## config.mk

```make
export PLATFORM = sky130hd
export DESIGN_NAME = debug_unit
export DESIGN_NICKNAME = d
export VERILOG_FILES = /design/src/rtl/debug_unit.sv
export SDC_FILE = /design/constraint.sdc
export NUM_CORES = 1
export LEC_CHECK = 0
export BUFFER_PORTS_ARGS = -buffer_cell sky130_fd_sc_hd__buf_4
export CAP_MARGIN = 0
export CORE_ASPECT_RATIO = 1.5
export CORE_MARGIN = 2
export CORE_UTILIZATION = 55
export DETAILED_ROUTE_END_ITERATION = 16
export PLACE_DENSITY = 0.81
export SETUP_SLACK_MARGIN = 0.2
export SLEW_MARGIN = 20
export SYNTH_ARGS = -nofsm -noshare
export SYNTH_HDL_FRONTEND = slang
export SYNTH_SLANG_ARGS = --single-unit
```

## constraint.sdc

```tcl
create_clock -name i_clock -period 3.74 [get_ports i_clock]
set_clock_uncertainty 0.05 [all_clocks]
set_input_delay 0.187 -clock i_clock [delete_from_list [all_inputs] [get_ports i_clock]]
set_output_delay 0.187 -clock i_clock [all_outputs]
set_load 0.02 [all_outputs]
```

## src/rtl/debug_unit.sv

```systemverilog
// Host-side debug controller: gates the pipeline from UART byte commands, counts
// executed clocks and streams a PC / clock-count / register-file frame back over UART.
module debug_unit #(
    parameter int                 NB_REG        = 32,
    parameter int                 NB_REG_ADDR   = 5,
    parameter int                 REGFILE_DEPTH = 32,
    parameter int                 NB_BYTE       = 8,
    parameter logic [NB_BYTE-1:0] CMD_RUN       = 8'h63,
    parameter logic [NB_BYTE-1:0] CMD_STEP      = 8'h73,
    parameter logic [NB_BYTE-1:0] CMD_DUMP      = 8'h64
) (
    input  logic                   i_clock,
    input  logic                   i_reset,
    input  logic [NB_BYTE-1:0]     i_rx_data,
    input  logic                   i_rx_valid,
    output logic [NB_BYTE-1:0]     o_tx_data,
    output logic                   o_tx_start,
    input  logic                   i_tx_done,
    output logic                   o_pipe_valid,
    input  logic                   i_halt,
    input  logic [NB_REG-1:0]      i_pc,
    output logic [NB_REG_ADDR-1:0] o_reg_addr,
    input  logic [NB_REG-1:0]      i_reg_data,
    output logic [NB_REG-1:0]      o_n_clocks,
    output logic                   o_busy
);

    localparam int BYTES_PER_WORD = NB_REG / NB_BYTE;
    localparam int FRAME_BYTES    = (2 + REGFILE_DEPTH) * BYTES_PER_WORD;
    localparam int CNT_W          = $clog2(FRAME_BYTES);
    localparam int SEL_W          = (BYTES_PER_WORD > 1) ? $clog2(BYTES_PER_WORD) : 1;
    localparam logic [CNT_W-1:0] LAST_BYTE = CNT_W'(FRAME_BYTES - 1);
    localparam logic [CNT_W-1:0] BPW_C     = CNT_W'(BYTES_PER_WORD);

    typedef enum logic [2:0] {IDLE, RUN, STEP, SNAP, TX_LOAD, TX_WAIT} state_t;

    state_t             state_reg, state_next;
    logic               halted_reg, halted_next;
    logic [CNT_W-1:0]   byte_cnt_reg, byte_cnt_next;
    logic [NB_REG-1:0]  n_clocks_reg;
    logic [NB_REG-1:0]  pc_snap_reg;
    logic [NB_REG-1:0]  cnt_snap_reg;
    logic               sending;
    logic [CNT_W-1:0]   word_idx;
    logic [SEL_W-1:0]   byte_sel;
    logic [NB_REG-1:0]  word_sel;
    logic [NB_BYTE-1:0] word_bytes [BYTES_PER_WORD];

    always_ff @(posedge i_clock or posedge i_reset) begin
        if (i_reset) begin
            state_reg    <= IDLE;
            halted_reg   <= 1'b0;
            byte_cnt_reg <= '0;
        end else begin
            state_reg    <= state_next;
            halted_reg   <= halted_next;
            byte_cnt_reg <= byte_cnt_next;
        end
    end

    always_comb begin
        state_next    = state_reg;
        halted_next   = halted_reg;
        byte_cnt_next = byte_cnt_reg;
        case (state_reg)
            IDLE: begin
                if (i_rx_valid) begin
                    if (i_rx_data == CMD_RUN && !halted_reg)       state_next = RUN;
                    else if (i_rx_data == CMD_STEP && !halted_reg) state_next = STEP;
                    else if (i_rx_data == CMD_DUMP)                state_next = SNAP;
                end
            end
            RUN: begin
                if (i_halt) begin
                    halted_next = 1'b1;
                    state_next  = SNAP;
                end
            end
            STEP: begin
                if (i_halt) halted_next = 1'b1;
                state_next = SNAP;
            end
            SNAP: begin
                byte_cnt_next = '0;
                state_next    = TX_LOAD;
            end
            TX_LOAD: state_next = TX_WAIT;
            TX_WAIT: begin
                if (i_tx_done) begin
                    if (byte_cnt_reg == LAST_BYTE) begin
                        state_next = IDLE;
                    end else begin
                        byte_cnt_next = byte_cnt_reg + CNT_W'(1);
                        state_next    = TX_LOAD;
                    end
                end
            end
            default: state_next = IDLE;
        endcase
    end

    always_comb begin
        o_pipe_valid = (state_reg == RUN) || (state_reg == STEP);
        o_tx_start   = (state_reg == TX_LOAD);
        sending      = (state_reg == TX_LOAD) || (state_reg == TX_WAIT);
        o_busy       = (state_reg != IDLE);
    end

    // Clock counter and frame snapshots; the pipeline is frozen while the frame streams.
    always_ff @(posedge i_clock or posedge i_reset) begin
        if (i_reset) begin
            n_clocks_reg <= '0;
            pc_snap_reg  <= '0;
            cnt_snap_reg <= '0;
        end else begin
            if (o_pipe_valid) n_clocks_reg <= n_clocks_reg + NB_REG'(1);
            if (state_reg == SNAP) begin
                pc_snap_reg  <= i_pc;
                cnt_snap_reg <= n_clocks_reg;
            end
        end
    end

    always_comb begin
        word_idx = byte_cnt_reg / BPW_C;
        byte_sel = SEL_W'(byte_cnt_reg % BPW_C);
        if (word_idx == '0)             word_sel = pc_snap_reg;
        else if (word_idx == CNT_W'(1)) word_sel = cnt_snap_reg;
        else                            word_sel = i_reg_data;
    end

    // Byte 0 of each word is its most significant byte.
    generate
        for (genvar gi = 0; gi < BYTES_PER_WORD; gi++) begin : g_word_bytes
            assign word_bytes[gi] = word_sel[(BYTES_PER_WORD-1-gi)*NB_BYTE +: NB_BYTE];
        end
    endgenerate

    assign o_tx_data  = sending ? word_bytes[byte_sel] : '0;
    assign o_reg_addr = (sending && word_idx >= CNT_W'(2)) ? NB_REG_ADDR'(word_idx - CNT_W'(2)) : '0;
    assign o_n_clocks = n_clocks_reg;

endmodule

```

---- Word-level counts from Yosys, hierarchy flattened ----
Index checks and enable logic that the tools add are counted.
storage, ports and cells
  flip-flop bits (word level) ............. 108
  input bits .............................. 77
  output and inout bits ................... 48
  word-level logic and storage cells ...... 59
operators by class
  bitwise operators ....................... 1
  reduce and logical (&&, ||, !) cells .... 14
  mux-type cells .......................... 18
  eq/ne operators ......................... 15
  add/subtract/negate cells ............... 3
  $lt $le $gt $ge ......................... 2
operators by type and width
  kind                     number
  $mux W32                 2
  $mux W8                  5
  $add A32 B1 Y32 const B  1
  $eq A8 B7 Y1 const B     3
  $mux W3                  7
  $pmux W3 S6              1
  $bmux W8 S2              1
  $pmux W8 S2              1
  $add A8 B1 Y8 const B    1
  $eq A8 B8 Y1 const B     1
  $logic_not A8 Y1         1
  $ne A2 B2 Y1 const B     4
  $eq A3 B2 Y1 const B     2
  $eq A3 B3 Y1 const B     2
  $eq A6 B1 Y1 const B     1
  $ge A6 B2 Y1 const B     1
  $mux W5                  1
  $sub A5 B2 Y5 const B    1
  $ne A4 B4 Y1 const B     1
  $reduce_and A4 Y1        1
  $eq A3 B1 Y1 const B     1
  $ge A3 B3 Y1 const B     1
  $logic_and A1 B1 Y1      3
  $logic_not A3 Y1         1
  8 further kinds          9

---- Depth between registers and ports, before layout ----
  depth after elaboration ................. 7
  depth in mapped cells ................... 8

---- Worst setup path before layout ----
No wires, ideal clock.
  path type ............................... register to output
  from .................................... reg byte_cnt_reg[3]
  to ...................................... out o_tx_data[0]
  data arrival time ....................... 2.200 ns
  cell stages (with the launch flop) ...... 6
  setup slack ............................. 1.303 ns
  cell sequence ........................... dfrtp_1 > or4_4 > buf_6 > nor2_4 > mux4_2 > a211oi_1
on the way
  word-level cells in the longest chain between the ends .. 7
RTL lines
  item                                            line  text
  start: declaration                              39    logic [CNT_W-1:0] byte_cnt_reg, byte_cnt_next;
  start signal: assignment                        57    byte_cnt_reg <= byte_cnt_next;
  $eq A6 B1 Y1                                    128   else if (word_idx == CNT_W'(1)) word_sel = cnt_snap_reg;
  $mux W32                                        128
  $mux W32 (*)                                    127   if (word_idx == '0) word_sel = pc_snap_reg;
  $bmux W8 S2 (*)                                 139   assign o_tx_data = sending ? word_bytes[byte_sel] : '0;
  $mux W8 (not written as such) (*) (2 in a row)  139
  $mux W8 (*)                                     139
  end: declaration                                16    output logic [NB_BYTE-1:0] o_tx_data,
Every way passes the cells marked *; elsewhere a longest branch is shown, timed or not. The select of a mux whose other input is x is not followed.

---- Worst setup path after layout ----
  from .................................... reg byte_cnt_reg[2]
  to ...................................... out o_tx_data[4]
Same word-level chain as after synthesis.

==> run_results.csv <==
group,metric,value,unit
outcome,status,"completed",
die,chipWidth,86.8,µm
worst_hold_path,min_to,"pc_snap_reg[27]$_DFFE_PP0N_",
routing,via_count,4815,
logic_synthesis,synth_warnings,0,
worst_setup_path,timing.reg2reg.worst_path_depth,4,
logic_synthesis,synth-async-reset-ratio,100,%
logic_synthesis,syn-cell-area,5650,µm²
logic_synthesis,syn_nets,672,
cells_and_area,share_of_cells_above_drive_strength_1,22.8,%
die,placementRows,45,
timing,timing.final.crit_share,77.9,%
global_route,pin_count_of_the_biggest_net_entering_global_routing,85,
logic_synthesis,average_cell_area_after_synthesis,9.57,µm²
worst_setup_path,rr_startpoint,"state_reg[0]$_DFFE_PP0P_",
clock_tree,clk_latency_worst_skew_pair,350,ps
power_and_ir_drop,power.ir.vdd_worst,315,µV
worst_setup_path,timing.critical_path.arrival,2680,ps
worst_setup_path,critical_path.cell_chain,"buf_4 -> mux2i_1 -> mux4_2 -> a211oi_1 -> buf_4",
clock_tree,tritoncts.num_buffers,9,
die,start_util,56.1,%
worst_setup_path,crit-reg2reg-capture,"o_n_clocks[20]$_DFFE_PP0P_",
power_and_ir_drop,total_power,3.25,mW
routing,routed_wirelength,14800,µm
worst_setup_path,rrSetupSlack,1260,ps
timing,period_needed,2910,ps
flow_run,max_cap_viol_count,0,
timing,max_freq,343,MHz
clock_tree,cts_sinks,108,
global_route,gr-usage-all-layers,27.0,%
routing,dr.pass1.iters,6,
power_and_ir_drop,p_leak,3.46,nW
power_and_ir_drop,clkPwrFrac,27.9,%
cells_and_area,finalNetCount,796,
cells_and_area,antenna_cell_count,0,
global_route,grt_overflow_total,0,
timing,timing.final.setup_violations,0,
worst_setup_path,worst_path_largest_cell_delay,810,ps
cells_and_area,flow.area_growth_from_synthesis,24.9,%
timing,postLayoutSetupSlackWorst,827,ps
die,die_area,11100,µm²
clock_tree,clockRootBuffer,"clkbuf_16",
die,die_height,128,µm
routing,routed_wire_length_per_instance,17.7,µm
global_route,global_route_wire_length_before_repair,23200,µm
cells_and_area,most-common-layout-cells,"nand2_1 (198), buf_4 (129), dfrtp_1 (108)",
worst_setup_path,timing.critical_path.to_type,"output pin",
placed_design,routabilityCongestion,0.938,
placed_design,placedCellCount,801,
cells_and_area,multi_input_comb_area,2660,µm²
power_and_ir_drop,share_comb_of_total_power,32.2,%
worst_setup_path,critical_path_required,3500,ps
cells_and_area,sequential_cell_area,2700,µm²
placed_design,place_ws,1230,ps
routing,post-route-drc-count,0,
die,pin_count,125,
cells_and_area,layout.cells.most_common,"nand2_1",
worst_setup_path,critical_path.most_common_cell,"buf_4",
logic_synthesis,syn_inst,591,
logic_synthesis,synth_cell_types,49,
worst_hold_path,min_path_type,"in2reg",
global_route,number_of_antenna_violations_at_the_first_check_in_global_routing,0,
clock_tree,cts_max_path_buffers,2,
worst_setup_path,criticalPathCategory,"reg2out",
worst_setup_path,cp-start-kind,"flip-flop",
routing,detail_route.iter0.violations,442,
placed_design,dp_hpwl,10400,µm
cells_and_area,fillers,733,
clock_tree,tritoncts,"done",
power_and_ir_drop,int_power,2.22,mW
power_and_ir_drop,power.density,460,nW/µm²
cells_and_area,post_layout_nonfiller_instances,836,
timing,fin_tns_setup,0,ps
clock_tree,cts_setup_buffers,0,
timing,worst_slew_margin_rel,50.4,%
routing,routed_via_density,5.76,
timing,finalHoldViolCount,0,
timing,max_slew.worst_pin.slew,743,ps
logic_synthesis,synth.yosys.seq_area_share,47.8,%
routing,route.antenna.remaining_nets,0,
worst_hold_path,min_from,"i_pc[27]",
timing,timing.final.max_slew_violations,0,
placed_design,port_buffers,124,
power_and_ir_drop,p_seq_share,39.9,%
timing,grt_setup_unrepaired,"no",
logic_synthesis,synth-edff-count,0,
timing,hold-worst-slack,0.668,ps
worst_setup_path,critical_path.max_fanout,18,
global_route,vias_in_the_first_global_route,4691,
clock_tree,htree_num_levels,3,
power_and_ir_drop,p_switching,1.03,mW
clock_tree,cts.clk_slew.worst_paths,70,ps
logic_synthesis,postSynthRegisterBits,108,
worst_hold_path,min_path_cells,3,
worst_setup_path,crit_slowest_cell,"dfrtp_1",
power_and_ir_drop,sw_frac_of_total,31.6,%
logic_synthesis,synth_flop_cell,"dfrtp_1",
die,core_region_area,10100,µm²
[routing by layer]
metal	share of wire, %	track usage [%]
met1	39	34.3
met3	5.3	3.41
met4	4.7	15.0
met5	0	0
met2	51	44.4
[worst max-delay path: cells and delay by family (launching register included)]
kind,cells,cell delay [ps]
multiplexers,2,600
buffers and inverters,2,590
flip-flops,1,810
AO/OA/AOI/OAI,1,320
[worst max path at each step]
stage	from	end	slack [ps]
detailed placement	byte_cnt_reg[2]$_DFFE_PP0P_	o_tx_data[4]	1230
CTS	byte_cnt_reg[2]$_DFFE_PP0P_	o_tx_data[5]	850
global route	byte_cnt_reg[2]$_DFFE_PP0P_	o_tx_data[5]	730
finish	byte_cnt_reg[2]$_DFFE_PP0P_	o_tx_data[4]	830
global placement	byte_cnt_reg[3]$_DFFE_PP0P_	o_tx_data[4]	1310
floorplan	i_reset	byte_cnt_reg[0]$_DFFE_PP0P_	660
[final cells by class]
type,count,area share (%)
clock inverters,3,0.319
repair buffers,149,16.5
inverters,26,1.45
clock buffers,12,3.63
flip-flops and latches,108,38.3
multi-input cells,421,37.7
well taps,117,2.07
[stage by stage]
stage	util, %	instance area (µm²)
floorplan	-	5650
global placement	65.3	6580
detailed placement	65.3	6580
CTS	69.9	7050
global route	70.1	7060
finish	70.1	7060
[power by group through the flow]
| stage | logic [mW] | registers [mW] | clock network, mW |
|---|---|---|---|
| final | 1.05 | 1.30 | 0.907 |
| after global routing | 1.12 | 1.31 | 0.955 |
| after CTS | 1.05 | 1.29 | 0.906 |
| after detailed placement | 1.03 | 1.32 | 0 |
| after global placement | 1.01 | 1.31 | 0 |
| after floorplan | 0.844 | 1.23 | 0 |
[logic make-up after synthesis]
kind of cell	Yosys count	share of synthesized area, %
flip-flops	108	47.8
XOR/XNOR	33	5.25
adder cells (fa/ha/maj)	4	0.885
buffers and inverters	62	5.22
multiplexers	42	11.6
AO/OA/AOI/OAI	52	5.80
AND/OR/NAND/NOR	290	23.5
[synth_stat cells (4+ instances only)]
master	count	area, µm²
dfrtp_1	108	2700
nor2_1	10	37.5
nand2_1	198	743
nor3_1	10	50.1
inv_1	26	97.6
nand4_1	15	93.8
buf_1	4	15.0
buf_2	7	35.0
a211oi_1	7	52.6
a21oi_1	15	75.1
buf_4	4	30.0
clkbuf_1	17	63.8
mux4_2	8	180
o21ai_0	20	100
mux4_1	8	210
nor4_1	4	25.0
nand3_1	13	65.1
or3_1	13	81.3
xor2_1	12	105
xnor2_1	20	175
mux2i_1	24	240
ha_1	4	50.1
[what timing repair did]
item,in CTS,in global routing
hold buffers,19,1
setup endpoints to repair,0,0
hold endpoints to repair,19,3
gates resized for setup,0,0
Note: power is estimated with default switching activity, not from simulation.
